$ cat src/rtl/transaction_state_ctrl.sv
// Transaction state controller: sequences RESET/INIT/IDLE/ACTIVE/ERROR from FIFO
// empty/error flags and holds the D0/D1 FIFO thresholds loaded during INIT.
module transaction_state_ctrl #(
    parameter int UMBRAL_WIDTH = 4,
    parameter int IDLE_CYCLES  = 2
) (
    input  logic                    clk,
    input  logic                    reset_L,
    input  logic                    init,
    input  logic [UMBRAL_WIDTH-1:0] Umbral_D0_in,
    input  logic [UMBRAL_WIDTH-1:0] Umbral_D1_in,
    input  logic                    empty_fifo_VC0,
    input  logic                    empty_fifo_VC1,
    input  logic                    empty_fifo_D0,
    input  logic                    empty_fifo_D1,
    input  logic                    error_D0,
    input  logic                    error_D1,
    output logic [UMBRAL_WIDTH-1:0] Umbral_D0,
    output logic [UMBRAL_WIDTH-1:0] Umbral_D1,
    output logic [2:0]              state,
    output logic                    active_out,
    output logic                    idle_out,
    output logic                    error_out,
    output logic [1:0]              error_src
);

    typedef enum logic [2:0] {
        ST_RESET  = 3'd0,
        ST_INIT   = 3'd1,
        ST_IDLE   = 3'd2,
        ST_ACTIVE = 3'd3,
        ST_ERROR  = 3'd4
    } state_t;

    localparam logic [3:0] IDLE_LIMIT = 4'(IDLE_CYCLES);

    state_t     cur_state;
    state_t     nxt_state;
    logic [3:0] empty_cnt;
    logic [3:0] cnt_nxt;
    logic       all_empty;
    logic       any_error;

    assign all_empty = empty_fifo_VC0 & empty_fifo_VC1 & empty_fifo_D0 & empty_fifo_D1;
    assign any_error = error_D0 | error_D1;
    assign state     = cur_state;

    // Saturating run length of all-empty edges seen while ACTIVE.
    always_comb begin
        cnt_nxt = '0;
        if (cur_state == ST_ACTIVE && all_empty)
            cnt_nxt = (empty_cnt == 4'hF) ? empty_cnt : empty_cnt + 4'd1;
    end

    always_comb begin
        nxt_state = cur_state;
        case (cur_state)
            ST_RESET:  nxt_state = ST_INIT;
            ST_INIT: begin
                if (any_error)      nxt_state = ST_ERROR;
                else if (init)      nxt_state = ST_INIT;
                else if (all_empty) nxt_state = ST_IDLE;
                else                nxt_state = ST_ACTIVE;
            end
            ST_IDLE: begin
                if (any_error)       nxt_state = ST_ERROR;
                else if (init)       nxt_state = ST_INIT;
                else if (!all_empty) nxt_state = ST_ACTIVE;
                else                 nxt_state = ST_IDLE;
            end
            ST_ACTIVE: begin
                if (any_error)                             nxt_state = ST_ERROR;
                else if (init)                             nxt_state = ST_INIT;
                else if (all_empty && cnt_nxt >= IDLE_LIMIT) nxt_state = ST_IDLE;
                else                                       nxt_state = ST_ACTIVE;
            end
            ST_ERROR:  nxt_state = ST_ERROR;
            default:   nxt_state = ST_INIT;
        endcase
    end

    always_ff @(posedge clk or negedge reset_L) begin
        if (!reset_L) begin
            cur_state  <= ST_RESET;
            empty_cnt  <= '0;
            Umbral_D0  <= '0;
            Umbral_D1  <= '0;
            error_src  <= '0;
            active_out <= 1'b0;
            idle_out   <= 1'b0;
            error_out  <= 1'b0;
        end else begin
            cur_state <= nxt_state;
            empty_cnt <= cnt_nxt;
            if (cur_state == ST_INIT) begin
                Umbral_D0 <= Umbral_D0_in;
                Umbral_D1 <= Umbral_D1_in;
            end
            // Capture the error source only on the entering edge; ERROR holds it.
            if (nxt_state == ST_ERROR)
                error_src <= (cur_state == ST_ERROR) ? error_src : {error_D1, error_D0};
            else
                error_src <= '0;
            active_out <= (nxt_state == ST_ACTIVE);
            idle_out   <= (nxt_state == ST_IDLE);
            error_out  <= (nxt_state == ST_ERROR);
        end
    end

endmodule

$ cat config.mk
export PLATFORM = sky130hd
export DESIGN_NAME = transaction_state_ctrl
export DESIGN_NICKNAME = d
export VERILOG_FILES = /design/src/rtl/transaction_state_ctrl.sv
export SDC_FILE = /design/constraint.sdc
export NUM_CORES = 1
export LEC_CHECK = 0
export ABC_AREA = 1
export BUFFER_PORTS_ARGS = -buffer_cell sky130_fd_sc_hd__buf_2
export CAP_MARGIN = 15
export CORE_MARGIN = 2
export CORE_UTILIZATION = 50
export DETAILED_ROUTE_END_ITERATION = 10
export GPL_TIMING_DRIVEN = 0
export PLACE_DENSITY = 0.81
export SLEW_MARGIN = 20
export SYNTH_ARGS = -nofsm -noshare
export SYNTH_HDL_FRONTEND = slang
export SYNTH_SLANG_ARGS = --single-unit
$ cat constraint.sdc
create_clock -name clk -period 4.25 [get_ports clk]
set_clock_uncertainty 0.2 [all_clocks]
set_input_delay 0.85 -clock clk [delete_from_list [all_inputs] [get_ports clk]]
set_output_delay 0.85 -clock clk [all_outputs]
set_load 0.005 [all_outputs]
==> results of run 1 <==
[cells by family (layout without fill, tap and decap cells)]
kind of cell / Yosys count / after routing
flip-flops: 20 / 20
adder cells (fa/ha/maj): 1 / 1
multiplexers: 8 / 8
AO/OA/AOI/OAI: 9 / 9
buffers and inverters: 14 / 50
AND/OR/NAND/NOR: 37 / 37
[stage by stage]
step / total power [uW] / cell area (sq um) / hold WS [ps] / worst slack, ps / std cells
6_report: 624.5 / 1092 / 266.7 / 2299 / 142
5_1_grt: 671.3 / 1092 / 289.3 / 2265 / 142
4_1_cts: 630.9 / 1092 / 278.5 / 2298 / 142
3_5_place_dp: 523.1 / 1056 / 286.6 / 2270 / 138
3_3_place_gp: 512.0 / 1056 / 283.2 / 2266 / 138
2_1_floorplan: 424.6 / 874.6 / 261.3 / 2477 / 89
[cell type report]
class                   count  share of cell area [%]
flip-flops and latches     20                   45.82
multi-input cells          55                   29.44
repair buffers             32                   14.66
inverters                  14                   4.811
clock buffers               4                   3.322
well taps                  17                   1.947
[worst register-to-register path, stage by stage (launching register included)]
cell and delay, ps:
dfrtp_1 420, ha_1 270, nand3_2 120, nand2_1 70
nand2_1 70, inv_1 40, nand2_1 80, nand3_1 90
nand2_1 80, nand2_1 70, nor2_1 80
[worst max-delay path by stage]
stage	startpoint	endpoint
after detailed placement	empty_fifo_D1	state[0]$_DFF_PN0_
after floorplan	empty_fifo_D1	state[0]$_DFF_PN0_
after global placement	empty_fifo_D1	state[0]$_DFF_PN0_
final	state[0]$_DFF_PN0_	state[0]
after CTS	state[0]$_DFF_PN0_	state[0]
after global routing	state[0]$_DFF_PN0_	state[0]
[power groups by stage]
stage | Sequential (uW) | Combinational (uW) | Clock [uW]
global placement | 293 | 219 | 0
detailed placement | 298 | 225 | 0
finish | 293 | 221 | 111
CTS | 294 | 226 | 111
floorplan | 302 | 122 | 0
global route | 302 | 252 | 117
[registers in the layout (all words and copies together) (netlist names)]
| register | count |
|---|---|
| Umbral_D0 | 4 |
| Umbral_D1 | 4 |
| active_out | 1 |
| empty_cnt | 4 |
| error_out | 1 |
| error_src | 2 |
| idle_out | 1 |
| state | 3 |
[cell usage in the layout (no fill, tap or decap), drive strengths merged]
cell type | Yosys | routed
ha | 1 | 1
mux2 | 8 | 8
o21ai | 5 | 5
a21oi | 4 | 4
dfrtp | 20 | 20
clkbuf | 0 | 4
buf | 0 | 32
inv | 14 | 14
nor3 | 1 | 1
nor2 | 5 | 5
nand3 | 10 | 10
nand3b | 1 | 1
nand4 | 1 | 1
nand2 | 18 | 18
nor3b | 1 | 1
[per-layer routing]
metal / track usage, % / vias to the layer above / share of wire [%] / routed length, microns
li1: - / 360 / - / -
met1: 20.82 / 320 / 40 / 640
met2: 29.30 / 16 / 55 / 877
met3: 2.381 / 4 / 3.7 / 59
met4: 8.571 / 0 / 1.6 / 25
met5: 0 / - / 0 / 0
==> flow_metrics.py, run 1 <==
metrics = {
    "setup_path": {
        "critPathArrivalTime_ps": 900,
        "cp_slowest_stage_delay_ps": 450,
        "rr_worst_depth": 10,
        "reg2reg_slack_ps": 2600,
        "start_kind": "register",
        "cp.required_ps": 3200,
        "setup.worst_path.end_class": "output port",
        "critPathMaxFanout": 5,
        "crit_buf_inv": 1,
        "r2r_end": "active_out$_DFF_PN0_",
        "crit_family": "flip-flops",
        "reg2reg_from": "empty_cnt[0]$_DFF_PN0_",
        "crit_cells": 1,
        "worstSetupPathType": "reg -> out",
        "crit_slowest_cell": "dfrtp_1",
        "worstPathCellList": "buf_2",
    },
    "synth": {
        "synth-adder-area-share_pct": 1.431,
        "synth_top_area_share_pct": 57.22,
        "synth_xor_area_share_pct": 0,
        "avgSynthCellArea_sq_um": 9.827,
        "synth_compound_area_share_pct": 5.150,
        "synth_cell_type_count": 16,
        "yosysSeqAreaShare_pct": 57.22,
        "synth_area_sq_um": 874.6,
        "synthMuxAreaShare_pct": 10.30,
        "ys_ff_latch": 20,
        "yosys.area_share.simple_pct": 19.89,
        "yosysTopAreaCell": "dfrtp_1",
        "syn_nets": 107,
        "yosysMostFrequentCell": "dfrtp_1",
        "synth_ff_type": "dfrtp_1",
        "ys_top_cells_by_area": "dfrtp_1 57%, mux2_2 10%, nand2_1 7.7%",
        "synthTopCellsByCount": "20 x dfrtp_1, 18 x nand2_1, 13 x inv_1, 9 x nand3_1, 8 x mux2_2",
        "netlist_instances": 89,
        "synth_top_family_by_area": "simple AND/OR/NAND/NOR gates",
        "ys_warn_count": 0,
        "async_reset_ff_share_pct": 100.0,
        "synth_edf_count": 0,
    },
    "grt": {
        "grt.overflow.total": 0,
        "grt_pass1_vias": 616,
        "grt_max_degree": 21,
        "grt_antenna_before_repair": 0,
        "track_usage_pct": 17.08,
        "grt_pass1_wl_mm": 2.525,
    },
    "floorplan": {
        "die_h_microns": 45.83,
        "initial_core_util_pct": 51.78,
        "placementRows": 15,
        "die_w_microns": 45.83,
        "boundaryPins": 33,
        "coreArea_sq_um": 1689,
        "die_area_sq_um": 2100,
    },
    "final_layout": {
        "fin_util_pct": 64.67,
        "nNetsFinal": 144,
        "area_growth_pct": 24.89,
        "seq_area_sq_um": 500.5,
        "fillers": 146,
        "multi_input_area_sq_um": 321.6,
        "drive_above_1_share_pct": 38.40,
        "diodes": 0,
    },
    "clocking": {
        "clock_path_buffers": 2,
        "htreeDepth": 1,
        "clkSlewWorstSetupHoldPaths_ps": 110,
        "cts_resized": 0,
        "clock-sinks": 20,
        "holdBufCountCts": 0,
        "clock_latency_ps": 300,
        "root_buffer": "clkbuf_4",
        "cts_made_buffers": 3,
        "cts_setup_buffers": 0,
        "cts_tree": "built",
    },
    "timing": {
        "hold_viol": 0,
        "fin_crit_ps": 1951,
        "relSlewSlack_pct": 71.44,
        "timing.final.max_slew_violations": 0,
        "fmax_mhz": 512.6,
        "grt_setup_unrepaired": "no",
        "tightest_slew_ps": 428.4,
        "finalSetupTns_ps": 0,
        "finalCritPeriodShare_pct": 45.90,
        "setup_viol": 0,
    },
    "pwr": {
        "power_frac_seq_pct": 46.9,
        "comb_power_share_pct": 35.4,
        "clock_power_share_pct": 17.7,
        "switchingPower_uw": 199.0,
        "p_int_uw": 425.5,
        "vdd_ir_drop_max_uv": 354.2,
        "switching_share_pct": 31.87,
        "p_leak_uw": 0.0006220,
        "cellPowerDensity_nw_per_um2": 571.7,
    },
    "min_path": {
        "hp-class": "in -> async",
    },
    "job": {
        "drv_cap": 0,
    },
    "outcome": {
        "status": "finished, final reports clean",
    },
    "detailed_routing": {
        "drt_iter0_drc": 7,
        "wl_per_cell_microns": 11.29,
        "viasPerCell": 4.930,
        "route.vias.total": 700,
        "finalWirelength_mm": 1.603,
        "ant_nets": 0,
        "route.detailed.drc": 0,
        "firstDrtPassIters": 4,
    },
    "placement": {
        "hpwl_mm": 1.280,
        "gp_congestion": 0.8027,
        "portBuffers": 32,
    },
}
Note: power is estimated with default switching activity, not from simulation.
==> inputs of run 2 (changes only) <==
--- a/config.mk
+++ b/config.mk
@@ -9,10 +9,10 @@
 export BUFFER_PORTS_ARGS = -buffer_cell sky130_fd_sc_hd__buf_2
 export CAP_MARGIN = 15
 export CORE_MARGIN = 2
-export CORE_UTILIZATION = 50
+export CORE_UTILIZATION = 42
 export DETAILED_ROUTE_END_ITERATION = 10
 export GPL_TIMING_DRIVEN = 0
-export PLACE_DENSITY = 0.81
+export PLACE_DENSITY = 0.73
 export SLEW_MARGIN = 20
 export SYNTH_ARGS = -nofsm -noshare
 export SYNTH_HDL_FRONTEND = slang
==> constraint.sdc (replaced) <==
create_clock -name clk -period 1.6 [get_ports clk]
set_clock_uncertainty 0.2 [all_clocks]
set_input_delay 0.32 -clock clk [delete_from_list [all_inputs] [get_ports clk]]
set_output_delay 0.32 -clock clk [all_outputs]
set_load 0.005 [all_outputs]
==> run 2 against run 1 <==
Critical path type is now reg -> reg. Via count up 7.6%. Global-route usage shrank 1.9 points. Worst hold slack worse by 220 ps. Clock power grew to 3.6 times the previous value. Non-clock buffer count is 4 higher. Largest power group unchanged. Critical path depth is 7 higher. Setup slack worse by 2300 ps. Core utilization down 3.0 points. The flow now finishes with violations (setup timing). First-iteration DRC count grew 86%. Sequential power grew to 2.7 times the previous value.
==> flow_metrics.py, run 2 (synthesized netlist as in run 1, its figures left out) <==
metrics = {
    "grt": {
        "grt_antenna_before_repair": 0,
        "grt.busiest_layer": "met2",
        "track_usage_pct": 15.19,
        "grt.overflow.total": 0,
        "grt_use_met2_pct": 29.11,
        "grt_pass1_vias": 737,
        "grt_max_degree": 21,
        "met1_usage_pct": 16.93,
        "grt_pass1_wl_mm": 2.884,
        "globalRouteMet3Util_pct": 2.727,
    },
    "timing": {
        "finalSetupTns_ps": -13.06,
        "finalCritPeriodShare_pct": 100.8,
        "layout_setup_ws_ps": -13.06,
        "grt_setup_unrepaired": "yes",
        "tightest_slew_ps": 435.8,
        "fin_crit_ps": 1613,
        "hold_viol": 0,
        "timing.final.max_slew_violations": 0,
        "setup_viol": 1,
        "fmax_mhz": 619.9,
        "relSlewSlack_pct": 70.95,
    },
    "pwr": {
        "switching_share_pct": 30.03,
        "p_leak_uw": 0.0006534,
        "vdd_ir_drop_max_uv": 952.3,
        "p_int_uw": 1271,
        "p_total_uw": 1817,
        "cellPowerDensity_nw_per_um2": 1502,
        "power_frac_seq_pct": 43.0,
        "switchingPower_uw": 545.6,
        "clock_power_share_pct": 22.2,
        "comb_power_share_pct": 34.8,
    },
    "final_layout": {
        "final_area_sq_um": 1210,
        "area_growth_pct": 38.34,
        "reg_top3": "Umbral_D0: 4 flops, Umbral_D1: 4 flops, empty_cnt: 4 flops",
        "diodes": 0,
        "fillers": 187,
        "nNetsFinal": 148,
        "mostFrequentLayoutCells": "32 x buf_2, 19 x dfrtp_1, 14 x nand2_1, 13 x inv_1, 8 x mux2_2",
        "drive_above_1_share_pct": 48.84,
        "mostFrequentLayoutCell": "buf_2",
    },
    "setup_path": {
        "worstPathCellList": "ha_4 > nand3_4 > nand3_2 > a21oi_2 > nand3_2 > nand2_2 > nand2_2 > nor2_2",
        "crit_family": "simple AND/OR/NAND/NOR gates",
        "crit_buf_inv": 0,
        "reg2reg_from": "empty_cnt[1]$_DFF_PN0_",
        "r2r_end": "active_out$_DFF_PN0_",
        "setup.worst_path.end_class": "register",
        "cp_slowest_stage_delay_ps": 440,
        "crit_cells": 8,
        "rr_worst_depth": 8,
        "start_kind": "register",
        "reg2reg_slack_ps": -10,
        "cp.required_ps": 1630,
        "crit_start": "empty_cnt[1]$_DFF_PN0_",
        "critPathMaxFanout": 5,
        "worstSetupPathType": "reg -> reg",
        "crit_slowest_cell": "dfrtp_1",
        "critPathArrivalTime_ps": 1650,
        "crit_end": "active_out$_DFF_PN0_",
    },
    "placement": {
        "gp_congestion": 0.7992,
        "hpwl_mm": 1.284,
        "place_ws_ps": -58.50,
        "dpl_cell_area_sq_um": 1069,
        "portBuffers": 32,
    },
    "floorplan": {
        "die_h_microns": 49.63,
        "die_w_microns": 49.63,
        "boundaryPins": 33,
        "coreArea_sq_um": 1962,
        "initial_core_util_pct": 44.58,
        "die_area_sq_um": 2463,
        "placementRows": 16,
    },
    "clocking": {
        "clkSlewWorstSetupHoldPaths_ps": 110,
        "root_buffer": "clkbuf_4",
        "clock_path_buffers": 2,
        "cts_made_buffers": 3,
        "htreeDepth": 1,
        "clock-sinks": 20,
        "clock_latency_ps": 290,
        "cts_tree": "built",
    },
    "detailed_routing": {
        "wl_per_cell_microns": 11.13,
        "finalWirelength_mm": 1.737,
        "firstDrtPassIters": 4,
        "viasPerCell": 4.827,
        "drt_iter0_drc": 13,
        "route.detailed.drc": 0,
        "route.vias.total": 753,
        "ant_nets": 0,
    },
    "outcome": {
        "status": "finished with violations",
        "violations": "setup timing",
    },
    "min_path": {
        "hp-class": "in -> reg",
    },
    "job": {
        "drv_cap": 0,
    },
}
[run 2: cell types whose count changed in the layout (fill, tap and decap cells not counted), moves of 2 or more]
cell | previous run | this run
nand2_2 | 0 | 4
nand2_1 | 18 | 14
buf_4 | 0 | 3
a21oi_2 | 0 | 2
nand3_1 | 9 | 6
nand3_2 | 1 | 3
a21oi_1 | 4 | 2
[run 2: through the flow]
| step | utilization (%) | hold WS, ps | instances |
|---|---|---|---|
| global route | 61.67 | 21.61 | 156 |
| CTS | 59.12 | 36.17 | 154 |
| floorplan | - | -175.6 | 89 |
| detailed placement | 54.46 | 92.93 | 148 |
| finish | 61.67 | 49.17 | 156 |
| global placement | 54.46 | 80.47 | 148 |
[run 2: how the worst min path moves through the flow]
stage                         start                       end  slack (ps)  cells after the start
detailed placement          reset_L  Umbral_D1[3]$_DFFE_PN0N_          90                      1
CTS                 Umbral_D1_in[1]  Umbral_D1[1]$_DFFE_PN0N_          40                      2
global route        Umbral_D1_in[1]  Umbral_D1[1]$_DFFE_PN0N_          20                      2
finish              Umbral_D1_in[1]  Umbral_D1[1]$_DFFE_PN0N_          50                      2
global placement            reset_L  Umbral_D0[2]$_DFFE_PN0N_          80                      1
floorplan                   reset_L  Umbral_D0[0]$_DFFE_PN0N_        -180                      0
[run 2: timing repair]
item / 4_1_cts / 5_1_grt
pin swaps: 2 / 6
hold buffers: 1 / 0
endpoints found under the setup margin: 3 / 3
endpoints found under the hold margin: 20 / 0
resized for setup: 4 / 11
setup buffers: 1 / 2
[run 2: power by group through the flow]
stage          sequential [uW]  clock (uW)  combinational (uW)
6_report                   780         404                 632
5_1_grt                    809         446                 701
4_1_cts                    779         420                 603
3_5_place_dp               788           0                 597
3_3_place_gp               781           0                 587
2_1_floorplan              803           0                 325
[run 2: routing by layer]
layer | up-vias | share of wire (%)
li1 | 372 | -
met1 | 363 | 40
met2 | 16 | 56
met3 | 2 | 3.9
met4 | 0 | 0.23
met5 | - | 0
[run 2: cell type report]
cell class	instances	area, sq um	share of cell area [%]
multi-input cells	55	376.6	31.13
well taps	27	33.78	2.792
flip-flops and latches	20	501.7	41.47
inverters	14	52.55	4.343
repair buffers	36	192.7	15.93
clock inverters	1	30.03	2.482
clock buffers	3	22.52	1.861
==> inputs of run 3 (changes only) <==
--- a/config.mk
+++ b/config.mk
@@ -5,7 +5,6 @@
 export SDC_FILE = /design/constraint.sdc
 export NUM_CORES = 1
 export LEC_CHECK = 0
-export ABC_AREA = 1
 export BUFFER_PORTS_ARGS = -buffer_cell sky130_fd_sc_hd__buf_2
 export CAP_MARGIN = 15
 export CORE_MARGIN = 2
==> run 3 against run 2 <==
The run now ends clean. Synthesized cell count decreased by 16%. Clock power decreased by 31%. Core utilization increased by 0.32 points. Largest cell class unchanged. Global-route usage increased by 0.21 points. Largest power group unchanged. Register-to-register slack improved by 60 ps. Count of clock-buffer cells in the layout increased by 1. Sequential share of layout area decreased by 0.11 points.
==> flow_metrics.py, run 3 <==
metrics = {
    "detailed_routing": {
        "ant_nets": 0,
        "drt_iter0_drc": 12,
        "wl_per_cell_microns": 13.34,
        "route.detailed.drc": 0,
        "firstDrtPassIters": 4,
        "finalWirelength_mm": 1.907,
        "viasPerCell": 5.070,
        "route.vias.total": 725,
    },
    "placement": {
        "hpwl_mm": 1.226,
        "portBuffers": 32,
        "gp_congestion": 0.8596,
        "dp_cells": 134,
    },
    "pwr": {
        "switching_share_pct": 30.11,
        "power_frac_seq_pct": 42.7,
        "switchingPower_uw": 535.5,
        "p_total_uw": 1779,
        "p_leak_uw": 0.0005922,
        "cellPowerDensity_nw_per_um2": 1462,
        "comb_power_share_pct": 41.7,
        "vdd_ir_drop_max_uv": 822.1,
        "p_int_uw": 1243,
        "clock_power_share_pct": 15.7,
    },
    "grt": {
        "grt_pass1_wl_mm": 2.939,
        "grt.overflow.total": 0,
        "track_usage_pct": 15.41,
        "grt_antenna_before_repair": 0,
        "grt_max_degree": 21,
        "grt_pass1_vias": 687,
    },
    "clocking": {
        "root_buffer": "clkbuf_4",
        "cts_tree": "built",
        "clock_latency_ps": 290,
        "htreeDepth": 1,
        "clock_path_buffers": 2,
        "clkSlewWorstSetupHoldPaths_ps": 110,
        "clock-sinks": 20,
        "cts_made_buffers": 3,
    },
    "setup_path": {
        "crit_buf_inv": 2,
        "critPathMaxFanout": 9,
        "setup.worst_path.end_class": "register",
        "cp_slowest_stage_delay_ps": 550,
        "crit_slowest_cell": "or4_4",
        "critPathArrivalTime_ps": 1580,
        "cp.required_ps": 1630,
        "crit_family": "simple AND/OR/NAND/NOR gates",
        "start_kind": "register",
        "worstSetupPathType": "reg -> reg",
        "worstPathCellList": "buf_6 > or4_4 > clkinv_2 > and3_1",
    },
    "synth": {
        "ys_warn_count": 0,
        "netlist_instances": 75,
        "synth_ff_type": "dfrtp_1",
        "synthTopCellsByCount": "20 x dfrtp_1, 9 x nor2_1, 8 x mux2_2, 6 x nand2_1",
        "yosysSeqAreaShare_pct": 57.55,
        "ys_ff_latch": 20,
        "synth_top_area_share_pct": 57.55,
        "async_reset_ff_share_pct": 100.0,
        "yosysMostFrequentCell": "dfrtp_1",
        "avgSynthCellArea_sq_um": 11.59,
        "syn_nets": 93,
        "yosysTopAreaCell": "dfrtp_1",
        "ys_top_cells_by_area": "dfrtp_1 58%, mux2_2 10%, nor2_1 3.9%",
        "synth_cell_type_count": 28,
        "synth_edf_count": 0,
        "synth_area_sq_um": 869.6,
    },
    "timing": {
        "finalCritPeriodShare_pct": 96.95,
        "relSlewSlack_pct": 71.43,
        "setup_viol": 0,
        "tightest_slew_ps": 428.5,
        "fmax_mhz": 644.7,
        "hold_viol": 0,
        "timing.final.max_slew_violations": 0,
        "fin_crit_ps": 1551,
    },
    "final_layout": {
        "fin_util_pct": 61.99,
        "diodes": 0,
        "mostFrequentLayoutCell": "buf_2",
        "nNetsFinal": 135,
        "area_growth_pct": 39.86,
        "layout.cells.non_filler": 143,
        "drive_above_1_share_pct": 52.59,
        "reg_top3": "Umbral_D0: 4 flops, Umbral_D1: 4 flops, empty_cnt: 4 flops",
        "mostFrequentLayoutCells": "32 x buf_2, 18 x dfrtp_1, 8 x nor2_1, 8 x mux2_2, 5 x nand2_1",
    },
    "job": {
        "drv_cap": 0,
    },
    "floorplan": {
        "placementRows": 16,
        "boundaryPins": 33,
        "initial_core_util_pct": 44.32,
        "die_w_microns": 49.50,
        "die_h_microns": 49.50,
        "die_area_sq_um": 2450,
        "coreArea_sq_um": 1962,
    },
    "min_path": {
        "hp-class": "in -> reg",
    },
    "outcome": {
        "status": "finished, final reports clean",
    },
}
-- run 3: routing by layer --
metal | up-vias | share of wire (%) | GRT usage [%]
li1 | 349 | - | -
met1 | 338 | 42 | 19.57
met5 | - | 0 | 0
met3 | 4 | 6.9 | 2.727
met2 | 34 | 50 | 25.68
met4 | 0 | 1.6 | 6.944
-- run 3: worst paths after layout --
check	from	end	slack, ps	cells after the start
min reg2reg	Umbral_D0[3]$_DFFE_PN0N_	Umbral_D0[3]$_DFFE_PN0N_	310	1
min	Umbral_D0_in[3]	Umbral_D0[3]$_DFFE_PN0N_	60	2
max	state[2]$_DFF_PN0_	idle_out$_DFF_PN0_	50	4
max reg2reg	state[2]$_DFF_PN0_	idle_out$_DFF_PN0_	50	4
min in group asynchronous	reset_L	Umbral_D1[3]$_DFFE_PN0N_	290	2
max in group asynchronous	reset_L	empty_cnt[0]$_DFF_PN0_	590	2
-- run 3: final cells by class --
cell class	instances	area, sq um
plain buffers	1	11.26
well taps	27	33.78
multi-input cells	52	410.4
clock buffers	4	36.28
flip-flops and latches	20	503.0
fillers	181	745.7
inverters	2	8.758
repair buffers	37	212.7
-- run 3: repair_timing --
item | 4_1_cts | 5_1_grt
hold buffers | 1 | 0
gates resized for setup | 4 | 11
buffers inserted | 3 | 1
pin swaps | 2 | 3
hold endpoints to repair | 20 | 0
endpoints found under the setup margin | 11 | 11
-- run 3: cell families after synthesis --
| family | after synthesis | share of synthesized area [%] |
|---|---|---|
| compound gates | 11 | 7.915 |
| fa+ha+maj | 1 | 1.439 |
| buf+inv | 3 | 1.581 |
| flops | 20 | 57.55 |
| simple gates | 30 | 18.99 |
| xor+xnor | 1 | 1.007 |
| mux | 9 | 11.51 |
-- run 3: power by group through the flow --
stage / registers [uW] / clock network, uW / logic (uW)
after floorplan: 785 / 0 / 349
after global placement: 755 / 0 / 606
after detailed placement: 766 / 0 / 620
after CTS: 755 / 291 / 695
after global routing: 787 / 311 / 800
final: 759 / 279 / 741
-- run 3: worst reg2reg max path: stages (launching register included) --
cell      delay, ps
dfrtp_1         400
buf_6           150
or4_4           550
clkinv_2         70
and3_1          130
-- run 3: stage by stage --
| stage | setup TNS [ps] | worst slack (ps) | area, sq um | hold slack (ps) |
|---|---|---|---|---|
| floorplan | 0 | 1.476 | 869.6 | -175.6 |
| global placement | -461.9 | -97.46 | 1064 | 81.66 |
| detailed placement | -771.8 | -128.8 | 1064 | 84.78 |
| CTS | 0 | 6.212 | 1165 | 53.35 |
| global route | -3.631 | -3.631 | 1216 | 42.38 |
| finish | 0 | 48.85 | 1216 | 58.80 |
